File: config.mk
export PLATFORM = sky130hd
export DESIGN_NAME = fetch_unit
export DESIGN_NICKNAME = d
export VERILOG_FILES = /design/src/rtl/cpu_pkg.sv /design/src/rtl/next_pc_calc.sv /design/src/rtl/fetch_unit.sv
export SDC_FILE = /design/constraint.sdc
export NUM_CORES = 1
export LEC_CHECK = 0
export ABC_CLOCK_PERIOD_IN_PS = 3570
export BUFFER_PORTS_ARGS = -buffer_cell sky130_fd_sc_hd__buf_4
export CORE_ASPECT_RATIO = 1.4
export CORE_UTILIZATION = 48
export CTS_BUF_LIST = sky130_fd_sc_hd__clkbuf_2
export DETAILED_ROUTE_END_ITERATION = 8
export GPL_ROUTABILITY_DRIVEN = 0
export PLACE_DENSITY = 0.86
export SLEW_MARGIN = 20
export SYNTH_ARGS = -nofsm -noshare
export SYNTH_HDL_FRONTEND = slang
export SYNTH_SLANG_ARGS = --single-unit
export TNS_END_PERCENT = 50
File: constraint.sdc
create_clock -name clk -period 3.57 [get_ports clk]
set_input_delay 0.8925 -clock clk [delete_from_list [all_inputs] [get_ports clk]]
set_output_delay 0.8925 -clock clk [all_outputs]
set_load 0.05 [all_outputs]
File: src/rtl/cpu_pkg.sv
// Shared encodings for the fetch stage: PC-control codes, fetch FSM states and the NOP word.
package cpu_pkg;

  localparam logic [2:0] PC_NEXT   = 3'b000;
  localparam logic [2:0] PC_JUMP   = 3'b001;
  localparam logic [2:0] PC_JR     = 3'b010;
  localparam logic [2:0] PC_BRANCH = 3'b011;

  localparam logic [31:0] NOP = 32'h0000_0000;

  typedef enum logic [1:0] {
    S_IDLE  = 2'd0,
    S_FETCH = 2'd1,
    S_EXEC  = 2'd2,
    S_HALT  = 2'd3
  } fetch_state_t;

endpackage

File: src/rtl/next_pc_calc.sv
// Combinational next-PC selection for the retiring instruction, with a word-alignment check.
module next_pc_calc
  import cpu_pkg::*;
#(
  parameter int ADDR_W = 32
) (
  input  logic [ADDR_W-1:0] pc,
  input  logic [31:0]       instr,
  input  logic [2:0]        pc_control,
  input  logic [ADDR_W-1:0] jr_target,
  output logic [ADDR_W-1:0] next_pc,
  output logic              misaligned
);

  logic [ADDR_W-1:0] pc_plus4;
  logic [ADDR_W-1:0] branch_offset;

  assign pc_plus4      = pc + 32'd4;
  assign branch_offset = {{14{instr[15]}}, instr[15:0], 2'b00};

  always_comb begin
    next_pc = pc_plus4;
    case (pc_control)
      PC_JUMP:   next_pc = {pc_plus4[31:28], instr[25:0], 2'b00};
      PC_JR:     next_pc = jr_target;
      PC_BRANCH: next_pc = pc_plus4 + branch_offset;
      default:   next_pc = pc_plus4; // reserved 1xx codes fall through as sequential
    endcase
  end

  assign misaligned = (next_pc[1:0] != 2'b00);

endmodule

File: src/rtl/fetch_unit.sv
// Instruction-fetch stage: owns the PC, fetches over a req/ack handshake and redirects on retirement.
module fetch_unit
  import cpu_pkg::*;
#(
  parameter logic [31:0] RESET_PC = 32'h0040_0000,
  parameter int          ADDR_W   = 32
) (
  input  logic              clk,
  input  logic              rst,
  output logic              imem_req,
  output logic [ADDR_W-1:0] imem_addr,
  input  logic              imem_ack,
  input  logic [31:0]       imem_rdata,
  output logic [31:0]       instr,
  output logic              instr_valid,
  input  logic              instr_done,
  input  logic [2:0]        pc_control,
  input  logic [ADDR_W-1:0] jr_target,
  input  logic              stall,
  output logic [ADDR_W-1:0] pc_out,
  output logic [ADDR_W-1:0] pc_plus4,
  output logic              fault
);

  fetch_state_t      state_reg, state_next;
  logic [ADDR_W-1:0] pc_reg, pc_next;
  logic [31:0]       instr_reg, instr_next;
  logic              fault_reg, fault_next;
  logic [ADDR_W-1:0] target_pc;
  logic              target_misaligned;

  next_pc_calc #(.ADDR_W(ADDR_W)) u_next_pc_calc (
    .pc         (pc_reg),
    .instr      (instr_reg),
    .pc_control (pc_control),
    .jr_target  (jr_target),
    .next_pc    (target_pc),
    .misaligned (target_misaligned)
  );

  always_ff @(posedge clk or posedge rst) begin
    if (rst) begin
      state_reg <= S_IDLE;
      pc_reg    <= RESET_PC;
      instr_reg <= NOP;
      fault_reg <= 1'b0;
    end else begin
      state_reg <= state_next;
      pc_reg    <= pc_next;
      instr_reg <= instr_next;
      fault_reg <= fault_next;
    end
  end

  always_comb begin
    state_next = state_reg;
    pc_next    = pc_reg;
    instr_next = instr_reg;
    fault_next = fault_reg;
    case (state_reg)
      S_IDLE: state_next = S_FETCH;
      S_FETCH: begin
        if (imem_ack) begin
          instr_next = imem_rdata;
          state_next = S_EXEC;
        end
      end
      S_EXEC: begin
        // stall overrides retirement; the target is only consulted on an accepted done
        if (instr_done && !stall) begin
          if (target_misaligned) begin
            fault_next = 1'b1;
            state_next = S_HALT;
          end else begin
            pc_next    = target_pc;
            state_next = S_FETCH;
          end
        end
      end
      default: state_next = S_HALT;
    endcase
  end

  // Handshake and decoder flags are pure state decodes, so rst drops them immediately.
  assign imem_req    = (state_reg == S_FETCH);
  assign instr_valid = (state_reg == S_EXEC);
  assign imem_addr   = pc_reg;
  assign pc_out      = pc_reg;
  assign pc_plus4    = pc_reg + 32'd4;
  assign instr       = instr_reg;
  assign fault       = fault_reg;

endmodule

==> results of run 1 <==
worst max path at each step:
stage	startpoint	to	slack [ns]	depth (start not counted)
finish	imem_addr[10]$_DFFE_PP0P_	imem_addr[30]$_DFFE_PP0P_	-0.01	18
global route	imem_addr[10]$_DFFE_PP0P_	imem_addr[30]$_DFFE_PP0P_	-0.19	18
CTS	imem_addr[16]$_DFFE_PP0P_	pc_plus4[27]	-0.05	9
detailed placement	imem_addr[11]$_DFFE_PP0P_	imem_addr[30]$_DFFE_PP0P_	0.03	16
global placement	imem_addr[4]$_DFFE_PP0P_	imem_addr[30]$_DFFE_PP0P_	0.10	14
floorplan	imem_addr[10]$_DFFE_PP0P_	imem_addr[31]$_DFFE_PP0P_	-0.25	15
stage by stage:
stage	cell area, um2	hold slack (ns)
finish	8610	0.307
global route	8610	0.330
CTS	8380	0.337
detailed placement	8100	0.458
global placement	8100	0.456
floorplan	6410	0.531
critical path, delay by kind of cell, from the launching register on:
| kind | cells | cell delay, ns |
|---|---|---|
| adders and majority gates | 1 | 0.17 |
| xor gates and xnor gates | 2 | 0.30 |
| buffers and inverters | 2 | 0.32 |
| AOI/OAI and AO/OA | 7 | 1.28 |
| and+or+nand+nor | 6 | 1.07 |
| DFF | 1 | 0.41 |
Yosys cell counts (2+ instances only):
library cell / number
sky130_fd_sc_hd__a2111oi_0: 2
sky130_fd_sc_hd__o221ai_1: 3
sky130_fd_sc_hd__or3_1: 2
sky130_fd_sc_hd__nand2_1: 51
sky130_fd_sc_hd__a22o_1: 7
sky130_fd_sc_hd__o21ai_1: 2
sky130_fd_sc_hd__o31ai_1: 4
sky130_fd_sc_hd__a21boi_0: 3
sky130_fd_sc_hd__o21bai_1: 6
sky130_fd_sc_hd__buf_4: 34
sky130_fd_sc_hd__xor2_1: 21
sky130_fd_sc_hd__dfrtp_1: 66
sky130_fd_sc_hd__o2bb2ai_1: 2
sky130_fd_sc_hd__a31oi_1: 3
sky130_fd_sc_hd__nor3_1: 7
sky130_fd_sc_hd__o32ai_1: 2
sky130_fd_sc_hd__a2bb2oi_1: 3
sky130_fd_sc_hd__o21a_1: 5
sky130_fd_sc_hd__o21ai_0: 59
sky130_fd_sc_hd__a222oi_1: 6
sky130_fd_sc_hd__a211oi_1: 2
sky130_fd_sc_hd__nand3_1: 21
sky130_fd_sc_hd__nor2_1: 41
sky130_fd_sc_hd__a32oi_1: 3
sky130_fd_sc_hd__ha_1: 34
sky130_fd_sc_hd__nand4_1: 9
sky130_fd_sc_hd__buf_2: 3
sky130_fd_sc_hd__o41ai_1: 2
sky130_fd_sc_hd__a21o_1: 17
sky130_fd_sc_hd__nor2b_1: 9
sky130_fd_sc_hd__xnor2_1: 30
sky130_fd_sc_hd__and4_1: 3
sky130_fd_sc_hd__a22oi_1: 13
sky130_fd_sc_hd__nand2b_1: 6
sky130_fd_sc_hd__and2_1: 8
sky130_fd_sc_hd__o22ai_1: 11
sky130_fd_sc_hd__inv_1: 28
sky130_fd_sc_hd__a21oi_1: 49
sky130_fd_sc_hd__and3_1: 9
sky130_fd_sc_hd__mux2_2: 34
sky130_fd_sc_hd__a221oi_1: 3
sky130_fd_sc_hd__clkbuf_1: 28
metal layers:
| metal | wire [um] | GRT usage | vias up |
|---|---|---|---|
| li1 | - | - | 2897 |
| met1 | 7270 | 0.367 | 3049 |
| met2 | 10400 | 0.546 | 369 |
| met3 | 1790 | 0.0661 | 95 |
| met4 | 1190 | 0.194 | 0 |
| met5 | 0 | 0 | - |
final cells by class:
type / instances / area, um2 / area share
sequential: 67 / 1700 / 0.198
clock buffer: 9 / 45.0 / 0.00523
tap: 147 / 184 / 0.0214
inverter: 28 / 105 / 0.0122
antenna: 1 / 2.50 / 0.000291
clock inverter: 7 / 82.6 / 0.00959
multi-input combinational: 521 / 4410 / 0.512
timing repair buffer: 270 / 2080 / 0.242
logic make-up (layout without fill, tap and decap cells):
| logic type | Yosys count | after routing | synth area share |
|---|---|---|---|
| adders and majority gates | 35 | 35 | 0.0761 |
| DFF | 67 | 67 | 0.287 |
| buffers and inverters | 95 | 314 | 0.0847 |
| AOI/OAI and AO/OA | 220 | 220 | 0.249 |
| xor gates and xnor gates | 52 | 52 | 0.0791 |
| and+or+nand+nor | 178 | 178 | 0.155 |
| muxes | 36 | 36 | 0.0697 |
| other | 0 | 1 | 0 |
what timing repair did:
item | 4_1_cts | 5_1_grt
resized for setup | 13 | 36
pin swaps | 5 | 16
setup buffers | 11 | 8
setup endpoints to repair | 8 | 16
==> reports/metrics.sh, run 1 <==
MOSTFREQUENTLAYOUTCELL='sky130_fd_sc_hd__buf_4'
TIMING.FINAL.MAX_SLEW_VIOLATIONS=0
AREA_SHARE_OF_THE_LEADING_CELL_TYPE_IN_THE_SYNTHESIZED_NETLIST=0.282
FIN_UTIL=0.725
CLKSINKCOUNT=67
CRITICAL-PATH-TOP-CELL-BY-COUNT='sky130_fd_sc_hd__a21o_1'
DP_HPWL_UM=15500
SYNTH.AVG_CELL_AREA_UM2=8.57
GRT_ANTENNA_BEFORE_REPAIR=0
CTS_INSERTED_BUFFERS=9
WORST_SLACK_NS=-0.0149
SYN_TO_FINAL_GROWTH_PCT=47.1
ROUTE.VIAS.TOTAL=6410
SETUP.WORST_PATH.CLASS='reg2reg'
SYNTH_CELLS=683
FINALSETUPTNS_NS=-0.0149
SYNTH-MAIN-FF-CELL='sky130_fd_sc_hd__dfrtp_1'
OUTCOME='complete, but fails checks'
TRITONCTS='done'
DR.FIRST_ITER.DRC_COUNT=441
CRIT_SLOWEST_CELL='sky130_fd_sc_hd__dfrtp_2'
PORT_BUFFERS=202
GRT-OVFL-TOTAL=0
PLACED_CELLS=1014
CP-END-KIND='register'
LAYOUTNONFILLERINSTCOUNT=1050
DRT_PRE_ANTENNA_ITERS=9
SYNTH_AREA_UM2=5850
R2R-START='imem_addr[10]$_DFFE_PP0P_'
DIE-WIDTH_UM=95.3
GRT_UTIL_ALL_LAYERS=0.323
BOUNDARYPINS=203
PIN_COUNT_OF_THE_BIGGEST_NET_ENTERING_GLOBAL_ROUTING=68
POST_DRT_VIA_CELL_RATIO=6.10
RR_ENDPOINT='imem_addr[30]$_DFFE_PP0P_'
TIMING.FINAL.CRIT_SHARE=1.00
CLOCK_LATENCY_NS=0.61
GRT_PASS1_WL_UM=31300
DIE-AREA_UM2=12600
MAX_STAGE_DELAY_NS=0.41
CLKSLEWWORSTSETUPHOLDPATHS_NS=0.27
FP-ROW-COUNT=47
DETAILEDPLACE.WORSTSLACK_NS=0.0339
AREA_OF_THE_CORE_REGION_UM2=11900
WORST_SETUP_SKEW_AFTER_LAYOUT_NS=0.0440
WORST-SLEW-PIN-TRANSITION_NS=0.631
FAILED_CHECKS='negative setup slack'
WL_PER_CELL_UM=19.7
CP_CELL_SEQUENCE='and3_4, nand4_1, buf_4, nor2_4, buf_4, and4_4, and3_4, xor2_4, ha_4, a21o_1, a21o_1, a21o_1, a21o_1, a221oi_2, nand2_2, a221oi_2, xor2_1, o21ai_1'
DATA_ARRIVAL_CRITICAL_PATH_NS=4.12
SYNTH_SEQ_CELLS=67
DRT_WL_TOTAL_UM=20700
DIEHEIGHT_UM=133
REMAINING_DRC_ERRORS=0
NUMBER_OF_GLOBAL_ROUTE_VIAS_BEFORE_REPAIR=6127
FMAXACHIEVABLE_MHz=279
LAYOUT_MIN_CYCLE_TIME_NS=3.58
CTS-ROOT-BUF='sky130_fd_sc_hd__clkbuf_2'
INITIAL_CORE_UTIL=0.493
FINAL_CELL_MIX='260 x sky130_fd_sc_hd__buf_4, 55 x sky130_fd_sc_hd__o21ai_0, 49 x sky130_fd_sc_hd__a21oi_1'
SETUP_SLACK_OF_THE_WORST_REGISTER_TO_REGISTER_PATH_NS=-0.01
DRIVE_ABOVE_1_SHARE=0.469
FINAL-SETUP-VIOL-COUNT=1
YOSYSTOPAREACELL='sky130_fd_sc_hd__dfrtp_1'
CTS_HTREE_LEVELS=3
SYN_NETS=790
SYNTH_SEQ_AREA_SHARE=0.287
SYNTH_ENABLE_FLOP_CELLS=0
SYNTH_ASYNC_SR_FLOP_SHARE=1.00
FF2FF_PATH_DEPTH=18
FIN_NETS=1004
NUMBER_OF_ANTENNA_VIOLATING_NETS_IN_THE_ROUTED_DESIGN=0
RSZ0062_AT_GRT='yes'
CTS_BUFFER_DEPTH=2
FINALHOLDVIOLCOUNT=0
NUMBER_OF_FILLER_CELLS_PLACED_IN_THE_LAYOUT=921
CP_STARTPOINT_KIND='register'
MAX_SLEW_MARGIN=0.575
TIMING.MAX_CAP.VIOLATIONS=0
WORSTPATHREQUIRED_NS=4.11
WORST-PATH-MAX-FANOUT=4
POST_SYNTH_MAIN_AREA_CONTRIBUTORS='sky130_fd_sc_hd__dfrtp_1 28%, sky130_fd_sc_hd__ha_1 7.3%, sky130_fd_sc_hd__mux2_2 6.5%'
YS_TYPES=74
MIN_PATH_TYPE='in2async'
HOLD_BUFFERS=0
SYNTHESIS.YOSYS.WARNINGS=0
Power of run 1 is left out: the tool's default activity adds up to more than one toggle a clock period on the data nets, which glitch-free logic cannot reach.
==> run 2: changes to the inputs <==
--- a/config.mk
+++ b/config.mk
@@ -10,7 +10,8 @@
 export CORE_ASPECT_RATIO = 1.4
-export CORE_UTILIZATION = 48
-export CTS_BUF_LIST = sky130_fd_sc_hd__clkbuf_2
+export CORE_UTILIZATION = 47
+export CTS_BUF_LIST = sky130_fd_sc_hd__clkbuf_16
 export DETAILED_ROUTE_END_ITERATION = 8
 export GPL_ROUTABILITY_DRIVEN = 0
-export PLACE_DENSITY = 0.86
+export HOLD_SLACK_MARGIN = 0.02
+export PLACE_DENSITY = 0.85
 export SLEW_MARGIN = 20
==> constraint.sdc (replaced) <==
create_clock -name clk -period 3.57 [get_ports clk]
set_input_delay 0.714 -clock clk [delete_from_list [all_inputs] [get_ports clk]]
set_output_delay 0.714 -clock clk [all_outputs]
set_load 0.05 [all_outputs]
==> run 2 against run 1 <==
The run still ends with negative setup slack left; count of clock-buffer cells in the layout is the same; die area grew 2.1%; final cell count shrank 1.1%; wire length grew 8.0%; worst setup slack lost 0.051 ns; maximum frequency shrank 1.4%; via count grew 3.0%; sequential cell count is the same; global-route usage grew 1.9 points; register-to-register slack lost 0.05 ns; first-iteration DRC count grew 32%; non-clock buffer count shrank 11.
==> reports/metrics.sh, run 2 (synthesis gave the netlist of run 1 again) <==
NUMBER_OF_GLOBAL_ROUTE_VIAS_BEFORE_REPAIR=6660  # was 6127
SETUP_SLACK_OF_THE_WORST_REGISTER_TO_REGISTER_PATH_NS=-0.07  # was -0.01 ns
TIMING.MAX_CAP.VIOLATIONS=0  # unchanged
FINALHOLDVIOLCOUNT=0  # unchanged
FMAXACHIEVABLE_MHz=275  # was 279 MHz
CLOCK_LATENCY_NS=0.34  # was 0.61 ns
WORST_PATH_DOMINANT_CELL_FAMILY='simple AND/OR/NAND/NOR gates'  # was compound AO/OA/AOI/OAI gates
ROUTE.VIAS.TOTAL=6601  # was 6410
TRITONCTS='done'  # unchanged
WORST-SLEW-PIN-TRANSITION_NS=0.755  # was 0.631 ns
DRIVE_ABOVE_1_SHARE=0.457  # was 0.469
GRT-OVFL-TOTAL=0  # unchanged
CTS-ROOT-BUF='sky130_fd_sc_hd__clkbuf_16'  # was sky130_fd_sc_hd__clkbuf_2
OUTCOME='complete, but fails checks'  # unchanged
POST_DRT_VIA_CELL_RATIO=6.36  # was 6.10
MAX_STAGE_DELAY_NS=0.38  # was 0.41 ns
MOSTFREQUENTLAYOUTCELL='sky130_fd_sc_hd__buf_4'  # unchanged
MAX_SLEW_MARGIN=0.496  # was 0.575
NUMBER_OF_ANTENNA_VIOLATING_NETS_IN_THE_ROUTED_DESIGN=0  # unchanged
DIE-AREA_UM2=12900  # was 12600 um2
WORST_SETUP_SKEW_AFTER_LAYOUT_NS=0.00451  # was 0.0440 ns
HOLD_DEPTH=1
CP-END-KIND='register'  # unchanged
INITIAL_CORE_UTIL=0.488  # was 0.493
DP_HPWL_UM=16300  # was 15500 um
TIMING.CRITICAL_PATH.BUF_INV=0  # was 2
CTS_INSERTED_BUFFERS=9  # unchanged
DR.FIRST_ITER.DRC_COUNT=580  # was 441
REMAINING_DRC_ERRORS=0  # unchanged
FIN_UTIL=0.718  # was 0.725
CP_STARTPOINT_KIND='register'  # unchanged
CTS_BUFFER_DEPTH=2  # unchanged
FINAL-SETUP-VIOL-COUNT=2  # was 1
MIN_PATH_TYPE='reg2reg'  # was in2async
DRT_PRE_ANTENNA_ITERS=5  # was 9
FF2FF_PATH_DEPTH=14  # was 18
FIN_NETS=993  # was 1004
CLKSINKCOUNT=67  # unchanged
CTS_HTREE_LEVELS=3  # unchanged
DIEHEIGHT_UM=134  # was 133 um
AREA_OF_THE_CORE_REGION_UM2=12000  # was 11900 um2
WORST_HOLD_CHECK_SLACK_NS=0.473  # was 0.307 ns
FAILED_CHECKS='negative setup slack'  # unchanged
GRT_ANTENNA_BEFORE_REPAIR=0  # unchanged
DRT_WL_TOTAL_UM=22300  # was 20700 um
TERMINATING_PIN_OF_THE_WORST_HOLD_PATH='fault$_DFFE_PP0P_'
DIE-WIDTH_UM=96.3  # was 95.3 um
BOUNDARYPINS=203  # unchanged
PORT_BUFFERS=202  # unchanged
CLKSLEWWORSTSETUPHOLDPATHS_NS=0.06  # was 0.27 ns
CRIT_SLOWEST_CELL='sky130_fd_sc_hd__dfrtp_2'  # unchanged
FP-ROW-COUNT=47  # unchanged
CRITICAL-PATH-TOP-CELL-BY-COUNT='sky130_fd_sc_hd__nand3_1'  # was sky130_fd_sc_hd__a21o_1
WORST-PATH-MAX-FANOUT=5  # was 4
NUMBER_OF_FILLER_CELLS_PLACED_IN_THE_LAYOUT=871  # was 921
R2R-START='imem_addr[4]$_DFFE_PP0P_'  # was imem_addr[10]$_DFFE_PP0P_
GRT_UTIL_ALL_LAYERS=0.342  # was 0.323
WORSTHOLDSTART='fault$_DFFE_PP0P_'
CP_CELL_SEQUENCE='and4_4, and4_2, nand3_4, xnor2_4, ha_1, and2_1, nand3_1, a311o_1, a21oi_2, o22ai_4, o311ai_4, o41ai_2, or3_1, nand3_1'  # was and3_4, nand4_1, buf_4, nor2_4, buf_4, and4_4, and3_4, xor2_4, ha_4, a21o_1, a21o_1, a21o_1, a21o_1, a221oi_2, nand2_2, a221oi_2, xor2_1, o21ai_1
GRT_PASS1_WL_UM=33900  # was 31300 um
DATA_ARRIVAL_CRITICAL_PATH_NS=3.91  # was 4.12 ns
DIODE_COUNT=0  # was 1
LAYOUT_MIN_CYCLE_TIME_NS=3.64  # was 3.58 ns
WORSTPATHREQUIRED_NS=3.85  # was 4.11 ns
RR_ENDPOINT='imem_addr[31]$_DFFE_PP0P_'  # was imem_addr[30]$_DFFE_PP0P_
FINAL_CELL_MIX='257 x sky130_fd_sc_hd__buf_4, 54 x sky130_fd_sc_hd__o21ai_0, 49 x sky130_fd_sc_hd__a21oi_1'  # was 260 x sky130_fd_sc_hd__buf_4, 55 x sky130_fd_sc_hd__o21ai_0, 49 x sky130_fd_sc_hd__a21oi_1
WL_PER_CELL_UM=21.5  # was 19.7 um
TIMING.FINAL.MAX_SLEW_VIOLATIONS=0  # unchanged
TIMING.FINAL.CRIT_SHARE=1.02  # was 1.00
WORST_SLACK_NS=-0.0659  # was -0.0149 ns
RSZ0062_AT_GRT='yes'  # unchanged
PIN_COUNT_OF_THE_BIGGEST_NET_ENTERING_GLOBAL_ROUTING=38  # was 68
SETUP.WORST_PATH.CLASS='reg2reg'  # unchanged
SYN_TO_FINAL_GROWTH_PCT=47.2  # was 47.1%
run 2: cell types whose count changed in the layout (fill, tap and decap cells not counted), sizes merged:
cell	previous run	this run
buf	270	259
bufinv	1	3
inv	32	30
diode	1	0
run 2: worst max-delay path by stage:
stage | from | endpoint | slack [ns] | cells after the start
final | imem_addr[4]$_DFFE_PP0P_ | imem_addr[31]$_DFFE_PP0P_ | -0.07 | 14
after detailed placement | imem_addr[4]$_DFFE_PP0P_ | imem_addr[29]$_DFFE_PP0P_ | -0.02 | 14
after floorplan | imem_addr[10]$_DFFE_PP0P_ | imem_addr[31]$_DFFE_PP0P_ | -0.25 | 15
after global placement | imem_addr[4]$_DFFE_PP0P_ | imem_addr[31]$_DFFE_PP0P_ | 0.06 | 14
after global routing | imem_addr[4]$_DFFE_PP0P_ | imem_addr[30]$_DFFE_PP0P_ | -0.14 | 14
after CTS | imem_addr[4]$_DFFE_PP0P_ | imem_addr[30]$_DFFE_PP0P_ | -0.02 | 14
run 2: timing repair:
action / in CTS / in global routing
hold buffers: 0 / 0
pin swaps: 0 / 12
gates resized for setup: 3 / 26
endpoints found under the setup margin: 2 / 12
buffers inserted: 0 / 8
run 2: final cells by class:
cell class              instances  area, um2  share of cell area
multi-input cells             521       4320               0.501
repair buffers                259       1960               0.228
flip-flops and latches         67       1700               0.198
clock buffers                   9        225              0.0261
well taps                     147        184              0.0214
clock inverters                 7        123              0.0142
inverters                      28        105              0.0122
run 2: per-layer routing:
layer / global-route usage / vias up / share of wire
li1: - / 2871 / -
met1: 0.390 / 3120 / 0.34
met2: 0.573 / 487 / 0.51
met3: 0.0629 / 123 / 0.086
met4: 0.225 / 0 / 0.066
met5: 0 / - / 0
run 2: worst register-to-register path: cells and delay by family (launching register included):
kind | cells | cell delay, ns
XOR/XNOR | 1 | 0.18
flip-flops | 1 | 0.38
adder cells (fa/ha/maj) | 1 | 0.34
AND/OR/NAND/NOR | 7 | 1.50
AO/OA/AOI/OAI | 5 | 1.17
run 2: per-stage QoR:
step                      setup slack [ns]  std cells  cell area (um2)  setup TNS (ns)
after global routing                -0.142       1038             8610          -0.445
after CTS                          -0.0168       1030             8460         -0.0168
after floorplan                     -0.253        683             6410           -1.33
after global placement              0.0625       1014             8090               0
final                              -0.0659       1038             8610         -0.0805
after detailed placement           -0.0184       1014             8090         -0.0339
Power of run 2 is left out for the same reason.
